$ cat src/rtl/imem_fetch_unit_pkg.sv
// ============================================================================
// Module  : imem_fetch_unit_pkg
// Brief   : Shared sizing constants for the instruction memory and fetch unit.
// Revision: 1.0 - initial release
// ============================================================================
`default_nettype none

package imem_fetch_unit_pkg;

    localparam int ISIZE           = 16;
    localparam int DSIZE           = 32;
    localparam int MAX_LINE_LENGTH = 256;

    // Memory and fetch unit both size themselves from these two values.
    localparam int IMEM_DEPTH      = 32 * ISIZE;
    localparam int RESET_PC        = 0;

endpackage : imem_fetch_unit_pkg

`default_nettype wire

$ cat src/rtl/imem_fetch_unit_queue.sv
// ============================================================================
// Module  : fetch_queue
// Brief   : Synchronous FIFO holding {pc, instr} entries between fetch and decode.
// Revision: 1.0 - initial release
// ============================================================================
`default_nettype none

module fetch_queue #(
    parameter int WIDTH = 48,
    parameter int DEPTH = 2
) (
    input  logic                       clk_i,
    input  logic                       rst_ni,
    input  logic                       push_i,
    input  logic                       pop_i,
    input  logic                       flush_i,
    input  logic [WIDTH-1:0]           wdata_i,
    output logic [WIDTH-1:0]           rdata_o,
    output logic                       full_o,
    output logic                       empty_o,
    output logic [$clog2(DEPTH):0]     count_o
);

    localparam int PW = $clog2(DEPTH);

    logic [WIDTH-1:0] mem_q [DEPTH];
    logic [PW:0]      wr_ptr_q;
    logic [PW:0]      rd_ptr_q;

    // Extra pointer MSB distinguishes full from empty when the indices match.
    assign empty_o = (wr_ptr_q == rd_ptr_q);
    assign full_o  = (wr_ptr_q[PW] != rd_ptr_q[PW]) &&
                     (wr_ptr_q[PW-1:0] == rd_ptr_q[PW-1:0]);
    assign count_o = wr_ptr_q - rd_ptr_q;
    assign rdata_o = mem_q[rd_ptr_q[PW-1:0]];

    always_ff @(posedge clk_i or negedge rst_ni) begin
        if (!rst_ni) begin
            wr_ptr_q <= '0;
            rd_ptr_q <= '0;
            for (int i = 0; i < DEPTH; i++) begin
                mem_q[i] <= '0;
            end
        end else if (flush_i) begin
            wr_ptr_q <= '0;
            rd_ptr_q <= '0;
        end else begin
            if (push_i) begin
                mem_q[wr_ptr_q[PW-1:0]] <= wdata_i;
                wr_ptr_q                <= wr_ptr_q + 1'b1;
            end
            if (pop_i) begin
                rd_ptr_q <= rd_ptr_q + 1'b1;
            end
        end
    end

endmodule : fetch_queue

`default_nettype wire

$ cat src/rtl/imem_fetch_unit.sv
// ============================================================================
// Module  : imem_fetch_unit
// Brief   : PC owner and requester for the instruction memory; queues fetched
//           words and hands them to decode with valid/ready and redirect flush.
// Revision: 1.0 - initial release
// ============================================================================
`default_nettype none

module imem_fetch_unit
    import imem_fetch_unit_pkg::*;
#(
    parameter int AW        = ISIZE,
    parameter int DW        = DSIZE,
    parameter int MEM_DEPTH = IMEM_DEPTH,
    parameter int QDEPTH    = 2,
    parameter int RESET_PC  = imem_fetch_unit_pkg::RESET_PC
) (
    input  logic          clk_i,
    input  logic          rst_ni,
    input  logic          fetch_en_i,
    output logic [AW-1:0] imem_addr_o,
    output logic          imem_wen_o,
    output logic [DW-1:0] imem_wdata_o,
    input  logic [DW-1:0] imem_rdata_i,
    output logic          if_valid_o,
    output logic [DW-1:0] if_instr_o,
    output logic [AW-1:0] if_pc_o,
    input  logic          id_ready_i,
    input  logic          redir_valid_i,
    input  logic [AW-1:0] redir_pc_i,
    output logic          fetch_err_o,
    output logic [31:0]   fetch_count_o
);

    localparam logic [AW-1:0] LAST_PC = AW'(MEM_DEPTH - 1);

    logic [AW-1:0]            pc_q, pc_d;
    logic                     err_q, err_d;
    logic [31:0]              cnt_q, cnt_d;

    logic                     w_push;
    logic                     w_pop;
    logic                     w_q_full;
    logic                     w_q_empty;
    logic [$clog2(QDEPTH):0]  w_q_count;
    logic [AW+DW-1:0]         w_q_head;
    logic                     w_unused;

    assign w_pop  = if_valid_o & id_ready_i & ~redir_valid_i;
    assign w_push = fetch_en_i & ~err_q & ~redir_valid_i & (~w_q_full | w_pop);

    fetch_queue #(
        .WIDTH (AW + DW),
        .DEPTH (QDEPTH)
    ) u_fetch_queue (
        .clk_i   (clk_i),
        .rst_ni  (rst_ni),
        .push_i  (w_push),
        .pop_i   (w_pop),
        .flush_i (redir_valid_i),
        .wdata_i ({pc_q, imem_rdata_i}),
        .rdata_o (w_q_head),
        .full_o  (w_q_full),
        .empty_o (w_q_empty),
        .count_o (w_q_count)
    );

    assign w_unused = ^w_q_count;

    always_comb begin
        pc_d  = pc_q;
        err_d = err_q;
        cnt_d = cnt_q;
        // A redirect overrides everything, including a head offered this cycle.
        if (redir_valid_i) begin
            pc_d  = redir_pc_i;
            err_d = (redir_pc_i > LAST_PC);
        end else if (w_push) begin
            pc_d  = (pc_q == LAST_PC) ? '0 : pc_q + 1'b1;
        end
        if (w_pop) begin
            cnt_d = cnt_q + 32'd1;
        end
    end

    always_ff @(posedge clk_i or negedge rst_ni) begin
        if (!rst_ni) begin
            pc_q  <= AW'(RESET_PC);
            err_q <= 1'b0;
            cnt_q <= '0;
        end else begin
            pc_q  <= pc_d;
            err_q <= err_d;
            cnt_q <= cnt_d;
        end
    end

    assign imem_addr_o   = pc_q;
    assign imem_wen_o    = 1'b0;
    assign imem_wdata_o  = '0;
    assign if_valid_o    = ~w_q_empty;
    assign if_pc_o       = w_q_head[AW+DW-1:DW];
    assign if_instr_o    = w_q_head[DW-1:0];
    assign fetch_err_o   = err_q;
    assign fetch_count_o = cnt_q;

endmodule : imem_fetch_unit

`default_nettype wire

$ cat config.mk
export PLATFORM = sky130hd
export DESIGN_NAME = imem_fetch_unit
export DESIGN_NICKNAME = d
export VERILOG_FILES = /design/src/rtl/imem_fetch_unit_pkg.sv /design/src/rtl/imem_fetch_unit_queue.sv /design/src/rtl/imem_fetch_unit.sv
export SDC_FILE = /design/constraint.sdc
export NUM_CORES = 1
export LEC_CHECK = 0
export ABC_AREA = 1
export CAP_MARGIN = 20
export CORE_ASPECT_RATIO = 0.6
export CORE_MARGIN = 2
export CORE_UTILIZATION = 55
export DETAILED_ROUTE_END_ITERATION = 6
export PLACE_DENSITY = 0.86
export RECOVER_POWER = 25
export SLEW_MARGIN = 15
export SYNTH_ARGS = -nofsm -noshare
export SYNTH_HDL_FRONTEND = slang
export SYNTH_HIERARCHICAL = 1
export SYNTH_SLANG_ARGS = --single-unit
$ cat constraint.sdc
create_clock -name clk_i -period 5 [get_ports clk_i]
set_clock_uncertainty 0.05 [all_clocks]
set_input_delay 1 -clock clk_i [delete_from_list [all_inputs] [get_ports clk_i]]
set_output_delay 1 -clock clk_i [all_outputs]
set_load 0.005 [all_outputs]
Word-level counts from Yosys, hierarchy flattened --
Index checks and enable logic that the tools add are counted.
Operators by class: reduce and logical (&&, ||, !) cells 5, bitwise logic cells 12, equality and inequality tests 4, add/sub/neg operators 4, order comparisons 4, multiplexer cells 13
Operators with widths (count):
- $mux W48 | 4
- $bwmux W96 | 1
- $demux W48 S1 | 1
- $mux W16 | 3
- $add A32 B1 Y32 const B | 1
- $add A16 B1 Y16 const B | 1
- $eq A16 B9 Y1 const B | 1
- $gt A16 B9 Y1 const B | 1
- $mux W2 | 4
- $and A1 B1 Y1 | 5
- $add A2 B1 Y2 const B | 2
- $ge A2 B2 Y1 const B | 2
- $not A1 Y1 | 4
- $not A1 Y2 | 2
- $reduce_bool A2 Y1 | 2
- $eq A2 B2 Y1 | 1
- $logic_and A1 B1 Y1 | 2
- $lt A2 B1 Y1 const B | 1
- $reduce_and A2 Y1 | 1
- $eq A1 B1 Y1 | 1
- $ne A1 B1 Y1 | 1
- $or A1 B1 Y1 | 1
Word-level totals: register bits after elaboration 149, input bits 53, output and inout port bits 131

Logic depth before layout (Yosys ltp) --
depth after elaboration 8, depth in mapped cells 17

Modules after synthesis --
The synthesis kept the hierarchy.
Modules (own cells, without submodules):
- fetch_queue | cells each 615, area each 4722.0 µm², instances 1
- imem_fetch_unit | cells each 504, area each 3484.6 µm², instances 1

Worst setup path after synthesis --
OpenSTA, ideal clock, no wires.
path kind input-to-reg, from input redir_valid_i, to register u_fetch_queue/mem_q[27] in the netlist's numbering, data required time 4.833 ns, stages on the path 10, path slack 2.708 ns, arrival 2.125 ns, cell sequence buf_6 > nor2_4 > nand3_2 > inv_1 > buf_2 > nand3_1 > buf_4 > buf_4 > nand2_1 > nand2_1
Between the ends: cells in the longest elaborated chain, start to end 5, elaborated cells between the ends (all ways) 6, classes of those cells bitwise: 5; reduce/logical: 1
Ends and longest elaborated chain:
- start, declared | line imem_fetch_unit.sv:29 | input logic redir_valid_i,
- $not A1 Y1 (no line) (*)
- $and A1 B1 Y1 | line imem_fetch_unit.sv:49 | assign w_pop = if_valid_o & id_ready_i & ~redir_valid_i;
- $or A1 B1 Y1 | line imem_fetch_unit.sv:50 | assign w_push = fetch_en_i & ~err_q & ~redir_valid_i & (~w_q_full | w_pop);
- $and A1 B1 Y1 (*) | line imem_fetch_unit.sv:50
- net w_push | line imem_fetch_unit.sv:41 | logic w_push;
- $reduce_and A2 Y1 (no line) (*)
- end signal, assigned by index | line imem_fetch_unit_queue.sv:49 | mem_q[wr_ptr_q[PW-1:0]] <= wdata_i;
- end, declared | line imem_fetch_unit_queue.sv:26 | logic [WIDTH-1:0] mem_q [DEPTH];
Mark *: on every way through the listed nets, which the timed path passes. The rest lies on a longest branch. A chain may end at the register's enable or synchronous reset.

Final worst setup path --
from register u_fetch_queue.rd_ptr_q[0], to output if_pc_o[7]
Between the ends: cells in the longest elaborated chain, start to end 4
Ends and longest elaborated chain:
- start, declared | line imem_fetch_unit_queue.sv:28 | logic [PW:0] rd_ptr_q;
- start signal, assigned | line imem_fetch_unit_queue.sv:53 | rd_ptr_q <= rd_ptr_q + 1'b1;
- $not A1 Y2 (implied by the code) | line imem_fetch_unit_queue.sv:35 | assign rdata_o = mem_q[rd_ptr_q[PW-1:0]];
- $mux W48 (implied by the code) (3 in series) | line imem_fetch_unit_queue.sv:35
- end, declared | line imem_fetch_unit.sv:27 | output logic [AW-1:0] if_pc_o,
Every way passes these cells. The select of a mux whose other input is x is not followed.

==> results.ini <==
[outcome]
outcome=finished with violations
violations=max-capacitance violations, max-slew violations

[yosys]
syn_area_um2=8190
avgSynthCellArea_um2=7.34
syn_inst=1115
ys_warn_count=6

[layout]
final-seq-area_um2=3730
drive_gt1_frac=0.0759
antenna_cells=0
final_util=0.706
multi_input_area_um2=3800
syn_to_final_growth_pct=25.0
final_nets=1295
n_fill_cell=1132
fin_area_um2=10200

[critical_path]
critPathCaptureType=primary output
start_kind=flip-flop
crit_slowest_cell=inv_2
cp_cell_sequence=inv_2 -> nand2_1 -> nand2_1 -> clkdlybuf4s50_1
crit_fanout=48
path_class=reg -> out
cp_slowest_stage_delay_ps=650
cp-startpoint=u_fetch_queue/rd_ptr_q[0]$_DFFE_PN0P_
r2r_cells=13
arrival_ps=2350
cpMostUsedCell=nand2_1
r2r_start=u_fetch_queue/rd_ptr_q[0]$_DFFE_PN0P_
cp.required_ps=3950

[die]
rows=34
start_util=0.565
core_area_um2=14500
die_area_um2=15900
ioPinCount=184
die_h_um=98.5
die_width_um=162

[route]
firstDrtPassIters=6
drcViolationCount=0
viasPerCell=5.55
via_count=8048
drtIter0Drc=1035
ant_nets=0
drt_wl_total_um=24100
wl_per_cell_um=16.6

[place]
gp_congestion=0.967
dpl_cell_area_um2=9620
place_hpwl_um=15800
portBuffers=150

[timing]
min_period_ps=3400
final-setup-viol-count=0
rsz0062_at_grt=no
fin_setup_tns_ps=0
drv_slew=32
tightestPinTransition_ps=1670
whs_ps=419
fmax_mhz=294
hold_viol_final=0
maxSlewHeadroom=-0.111
post-route-period-util=0.680

[clock_tree]
cts_tree=built
root_buffer=clkbuf_16
cts_inserted_buffers=17
ctsHtreeMaxLevel=4
clockBufferDepth=2
path_clk_slew_ps=60
cts_resized=0
ctsHoldBuffers=0
post_cts_buffers=0
clk_latency_ps=420
cts.sinks=149

[power_and_ir_drop]
leakage_nw=4.96
vdd_drop_max_uv=204
total_power_w=0.00285
power_density_nw_per_um2=278

[min_path]
hold_path_startpoint=u_fetch_queue/mem_q[77]$_DFFE_PN0P_
hp-class=reg -> reg
min_path_cells=2

[global_routing]
grt_overflow=0
grt_use_met1=0.469
grt_max_degree=73
antenna_found_initial=1
grt_use_met2=0.418
grt.busiest_layer=met1
grt_pass1_vias=7306
track_usage=0.306
grt_pass1_wl_um=38200
met3_usage=0.0918

[run]
drv_cap=1

[flip-flops by register name (all words and copies together), names as in the netlist]
name,cells
fetch_count_o,32
fetch_err_o,1
imem_addr_o,16
u_fetch_queue/mem_q,96
u_fetch_queue/rd_ptr_q,2
u_fetch_queue/wr_ptr_q,2
[critical path, delay by kind of cell, from the launching register on]
| kind | cells | cell delay, ps |
|---|---|---|
| flops | 1 | 400 |
| buf+inv | 2 | 1160 |
| simple gates | 2 | 320 |
[final cells by class]
type                            count  share of cell area
Timing Repair Buffer              160               0.158
Multi-Input combinational cell    846               0.371
Clock inverter                     13              0.0154
Clock buffer                       19              0.0433
Tap cell                          198              0.0242
Sequential cell                   149               0.364
Inverter                           65              0.0238
[where the power goes]
group	switching (W)	leakage, nW	internal [W]	total, W
clock network	0.000506	0.285	0.000795	0.00130
logic	0.000146	2.89	0.000119	0.000264
registers	0.0000492	1.78	0.00123	0.00128
[worst paths after layout]
kind / endpoint / slack [ps]
setup / recovery: if_pc_o[7] / 1600
hold / removal: u_fetch_queue/mem_q[77]$_DFFE_PN0P_ / 420
setup reg to reg: u_fetch_queue/mem_q[76]$_DFFE_PN0P_ / 1710
hold reg to reg: u_fetch_queue/mem_q[77]$_DFFE_PN0P_ / 420
max in group asynchronous: imem_addr_o[8]$_DFFE_PN0P_ / 2390
min in group asynchronous: fetch_count_o[30]$_DFFE_PN0P_ / 530
[layer usage]
metal / vias to the layer above / wire length (µm)
met5: - / 13
met4: 2 / 347
met3: 43 / 3130
met2: 534 / 10200
met1: 3769 / 10500
li1: 3700 / -
[through the flow]
step / setup slack (ps) / std cells
detailed placement: 1600 / 1417
global route: 1450 / 1450
floorplan: 2710 / 1147
CTS: 1620 / 1449
finish: 1600 / 1450
global placement: 1680 / 1416
[cells in the final DEF (no fill, tap or decap), drive strengths merged]
cell	count
xor2	9
nand2	527
nor2	75
o211ai	2
xnor2	13
nand4	59
and2	1
buf	10
clkinvlp	4
clkdlybuf4s50	149
nor4	2
ha	3
nor2b	1
bufinv	3
dfrtp	149
clkbuf	20
or2	2
a21oi	5
nand3	91
o21ai	16
conb	33
nor3	5
inv	65
clkinv	6
o22ai	2
Note: power is estimated with default switching activity, not from simulation.
==> RTL edit 1: new RTL, same flow settings <==
Change the package constant `ISIZE` from 16 to 32.
--- a/src/rtl/imem_fetch_unit_pkg.sv
+++ b/src/rtl/imem_fetch_unit_pkg.sv
@@ -9,3 +9,3 @@
 
-    localparam int ISIZE           = 16;
+    localparam int ISIZE           = 32;
     localparam int DSIZE           = 32;
Ports: changed (resized if_pc_o, imem_addr_o and redir_pc_i); port bits go from 184 to 232. The function was not compared with the original's and may differ.
==> RTL edit 1 against the unedited design <==
- the flow still finishes with violations (max-capacitance violations, max-slew violations)
- routed wire length is 43% higher
- die area is 34% higher
- non-clock buffer count is 50 higher
- clock power is 8% higher
- power is 26% higher
- largest cell class unchanged
- cell area is 33% higher
- worst setup slack worse by 0.58 ns
- critical endpoint is now imem_addr_o[18]$_DFFE_PN0P_
- synthesized cell count is 43% higher
- cell count is 40% higher
- combinational power is 61% higher
- critical path type is now flop to flop
- sequential share of layout area is 0.26 points lower
- sequential cell count is 48 higher
- area after synthesis is 36% higher
==> RTL edit 1: results (changes against the unedited design) <==
| Metric | Value |
|---|---|
| Worst reg2reg startpoint | `u_fetch_queue/rd_ptr_q[0]$_DFFE_PN0P_` |
| Layout cells sized above 1 | `0.04046 (-0.03542)` |
| Post-CTS sizing | `0 (unchanged)` |
| Hold Path Sink | `u_fetch_queue/mem_q[5]$_DFFE_PN0P_` |
| Post-Syn Area per Cell | `6.985 um2 (-4.9%)` |
| Met2 usage | `0.4753 (+0.05687)` |
| Antenna violations before repair | `0 (-1)` |
| Fin Setup TNS | `0 ns (unchanged)` |
| Placer Congestion | `0.9571 (-1.0%)` |
| # port buffers | `198 (+32%)` |
| Slew Limit Fails | `51 (+59%)` |
| Total routed wirelength | `34,570 um (+43%)` |
| Failing checks | `max-capacitance violations, max-slew violations` |
| Placed cell areas | `13,030 um2 (+36%)` |
| Detailed Place HPWL | `23,710 um (+50%)` |
| WL/cell | `17.05 um (+2.4%)` |
| Met3 routed WL | `4583 um (+46%)` |
| Pint | `2.546 mW (+19%)` |
| R2R depth | `12 (-1)` |
| Clock latency on the worst-skew pair | `0.45 ns (+0.03 ns)` |
| Worst Setup EP | `imem_addr_o[18]$_DFFE_PN0P_` |
| Pleak | `6.667 nW (+34%)` |
| DRT iter0 DRCs | `1,698 (+64%)` |
| Fillers | `1,670 (+48%)` |
| Clock share of power | `0.390 (-0.067)` |
| Worst EP arrival | `4.27 ns (+1.92 ns)` |
| Met1 Usage GRT | `0.5031 (+0.03370)` |
| Combinational Power Share | `0.119 (+0.026)` |
| Max Cap Viol | `1 (unchanged)` |
| Vias in the first global route | `10.42k (+43%)` |
| Slew HR | `-1.027 (-0.9154)` |
| Largest stage delay on the critical path | `0.83 ns (+0.18 ns)` |
| All-Layer GR Usage | `0.3305 (+0.02455)` |
| Run status | `finished with violations` |
| Antenna diode count | `0 (unchanged)` |
| Max clock buf depth | `2 (unchanged)` |
| Met3 Track Usage GR | `0.08581 (-0.005940)` |
| Post-Place Cells | `1,995 (+41%)` |
| Highest routed layer | `met4` |
| Vias/cell | `5.634 (+1.5%)` |
| Max reg flops | `128 (+33%)` |
| DRT met1 WL | `15,170 um (+45%)` |
| WS Path Type | `flop to flop` |
| First-pass GRT wire length | `55,890 um (+46%)` |
| Critical hold path startpoint | `u_fetch_queue/mem_q[5]$_DFFE_PN0P_` |
| Slowest-stage cell, CP | `dfrtp_2` |
| NumNets Final | `1,814 (+40%)` |
| R2r setup slk | `1.02 ns (-0.69 ns)` |
| Max Fanout on Critical Path | `76 (+58%)` |
| Reg clk slew, reported paths | `0.08 ns (+0.02 ns)` |
| VDD IR max | `0.0002723 V (+33%)` |
| Met2 WL | `14,380 um (+41%)` |
| Pre-Repair DR Iteration Count | `6 (unchanged)` |
| Largest net degree at the start of global routing | `128 (+75%)` |
## RTL edit 1: through the flow
| stage | util | setup WS, ns | power [mW] | hold WS, ns |
|---|---|---|---|---|
| global placement | 0.6531 | 1.144 | 2.190 | 0.4032 |
| CTS | 0.6836 | 1.167 | 3.571 | 0.4259 |
| detailed placement | 0.6541 | 1.021 | 2.200 | 0.4085 |
| global route | 0.6845 | 0.7855 | 3.712 | 0.4355 |
| floorplan | - | 2.594 | 1.947 | 0.3917 |
| finish | 0.6845 | 1.022 | 3.588 | 0.4234 |
## RTL edit 1: layout make-up
| type | count | area (um2) | share of cell area |
|---|---|---|---|
| repair buffers | 210 | 2111 | 0.1548 |
| inverters | 90 | 337.8 | 0.02478 |
| well taps | 273 | 341.6 | 0.02505 |
| clock inverters | 15 | 161.4 | 0.01184 |
| clock buffers | 17 | 425.4 | 0.03120 |
| multi-input cells | 1226 | 5325 | 0.3906 |
| flip-flops and latches | 197 | 4932 | 0.3618 |
==> RTL edit 2: new RTL, config.mk and constraints unchanged <==
Made on the original files. Register the output `fetch_err_o` once more, without a reset; this adds one clock of latency there. The other outputs are not delayed to match.
--- a/src/rtl/imem_fetch_unit.sv
+++ b/src/rtl/imem_fetch_unit.sv
@@ -103,3 +103,5 @@
     assign if_instr_o    = w_q_head[DW-1:0];
-    assign fetch_err_o   = err_q;
+    always_ff @(posedge clk_i) begin
+        fetch_err_o <= err_q;
+    end
     assign fetch_count_o = cnt_q;
Behaviour: not the same (a bounded check fails within 4 cycles, from zero or initial values and one cycle with rst_ni low).
==> RTL edit 2 against the unedited design <==
- the run still ends with max-capacitance violations, max-slew violations left
- cell area is 0.44% lower
- register-to-register slack better by 0.05 ns
- fmax is 3.0% lower
- power is 1.5% lower
- area after synthesis is 0.24% higher
- worst hold slack better by 0.0014 ns
- via count is 0.24% lower
- sequential cell count is 1 higher
- critical path depth stayed put
- worst setup slack worse by 0.10 ns
- routed wire length is 3.1% lower
- critical path type unchanged
- largest cell class unchanged
==> RTL edit 2: results (changes against the unedited design) <==
| Metric | Value |
|---|---|
| Vias | `8,029 (-0.24%)` |
| Setup WS pre-CTS | `1.259 ns (-0.3377 ns)` |
| H-tree depth | `4 (unchanged)` |
| Largest stage delay on the critical path | `0.71 ns (+0.06 ns)` |
| Detailed Place HPWL | `15,540 um (-1.5%)` |
| All-Layer GR Usage | `0.2994 (-0.006554)` |
| Hold Path Cell Cnt | `2 (unchanged)` |
| RR Endpoint | `u_fetch_queue/mem_q[30]$_DFFE_PN0P_` |
| Vias/cell | `5.537 (-0.24%)` |
| HP Class | `flop to flop` |
| WL/cell | `16.12 um (-3.1%)` |
| Run status | `finished with violations` |
| Post-Place Cells | `1,418 (+0.071%)` |
| Placed cell areas | `9635 um2 (+0.21%)` |
| R2R depth | `11 (-2)` |
| Vias in the first global route | `7,280 (-0.36%)` |
| NumNets Final | `1,295 (unchanged)` |
| Crit path max-delay family | `buffers and inverters` |
| Post-CTS sizing | `0 (unchanged)` |
| Max Fanout on Critical Path | `48 (unchanged)` |
| TritonCTS buffer count | `17 (unchanged)` |
| Yosys warning total | `6 (unchanged)` |
| Layout cells sized above 1 | `0.07508 (-0.0007987)` |
| Pleak | `4.937 nW (-0.40%)` |
| Largest net degree at the start of global routing | `83 (+14%)` |
| Placer Congestion | `0.9590 (-0.83%)` |
| Max clock buf depth | `2 (unchanged)` |
| R2r setup slk | `1.76 ns (+0.05 ns)` |
| Antenna diode count | `0 (unchanged)` |
| Critical hold path startpoint | `u_fetch_queue/mem_q[21]$_DFFE_PN0P_` |
| Met1 Usage GRT | `0.4708 (+0.001384)` |
| Setup bufs post-CTS | `0 (unchanged)` |
| Worst Max-Slew Pin Slew | `2.101 ns (+0.4338 ns)` |
| Most flop-heavy register | `u_fetch_queue/mem_q` |
| WS Path Type | `flop to output pin` |
| Hold Path Sink | `u_fetch_queue/mem_q[21]$_DFFE_PN0P_` |
| Clock latency on the worst-skew pair | `0.42 ns (about the same)` |
| DRT iter0 DRCs | `862 (-17%)` |
| Worst setup path startpoint | `u_fetch_queue/rd_ptr_q[0]$_DFFE_PN0P_` |
| Max reg flops | `96 (unchanged)` |
| VDD IR max | `0.0001984 V (-2.9%)` |
| Slowest-stage cell, CP | `inv_2` |
| Antenna violations before repair | `0 (-1)` |
| Worst EP arrival | `2.46 ns (+0.11 ns)` |
| # port buffers | `150 (unchanged)` |
| Failing checks | `max-capacitance violations, max-slew violations` |
| Slew Limit Fails | `83 (+160%)` |
| Worst Setup EP | `if_pc_o[0]` |
| Final hold slack | `0.4205 ns (+0.001442 ns)` |
| Met2 usage | `0.4076 (-0.01085)` |
| Ratio of final minimum period to clock period | `0.7011 (+0.02084)` |
| Post-Synthesis Cells | `1,116 (+0.090%)` |
| Pre-Repair DR Iteration Count | `6 (unchanged)` |
| Max Cap Viol | `1 (unchanged)` |
| First-pass GRT wire length | `37,720 um (-1.2%)` |
| Met3 Track Usage GR | `0.07197 (-0.01978)` |
| Root buffer cell | `clkbuf_16` |
## RTL edit 2: changes by cell type in the layout (fill, tap and decap cells not counted), sizes merged
cell,unedited run,this run
dfxtp,0,1
buf,10,9
inv,65,66
bufinv,3,2
## RTL edit 2: layout make-up
cell class	count	area, um2
Tap cell	198	247.7
Sequential cell	150	3751
Multi-Input combinational cell	846	3802
Inverter	65	244.0
Timing Repair Buffer	159	1584
Clock buffer	19	432.9
Fill cell	1165	4354
Clock inverter	13	132.6
## RTL edit 2: power by group
group          leakage, nW  switching, mW  internal, mW  total (mW)
registers             1.79         0.0498          1.24        1.29
logic                 2.88          0.143         0.118       0.261
clock network        0.269          0.520         0.732        1.25
## RTL edit 2: worst min-delay path: cells and delay by family, from the launching register on
kind | cells | cell delay (ns)
flip-flops | 1 | 0.34
AND/OR/NAND/NOR | 2 | 0.09
## RTL edit 2: routing by layer
layer / up-vias / share of wire
met5: - / 0
met4: 0 / 0.015
met3: 30 / 0.12
met2: 484 / 0.42
met1: 3815 / 0.45
li1: 3700 / -
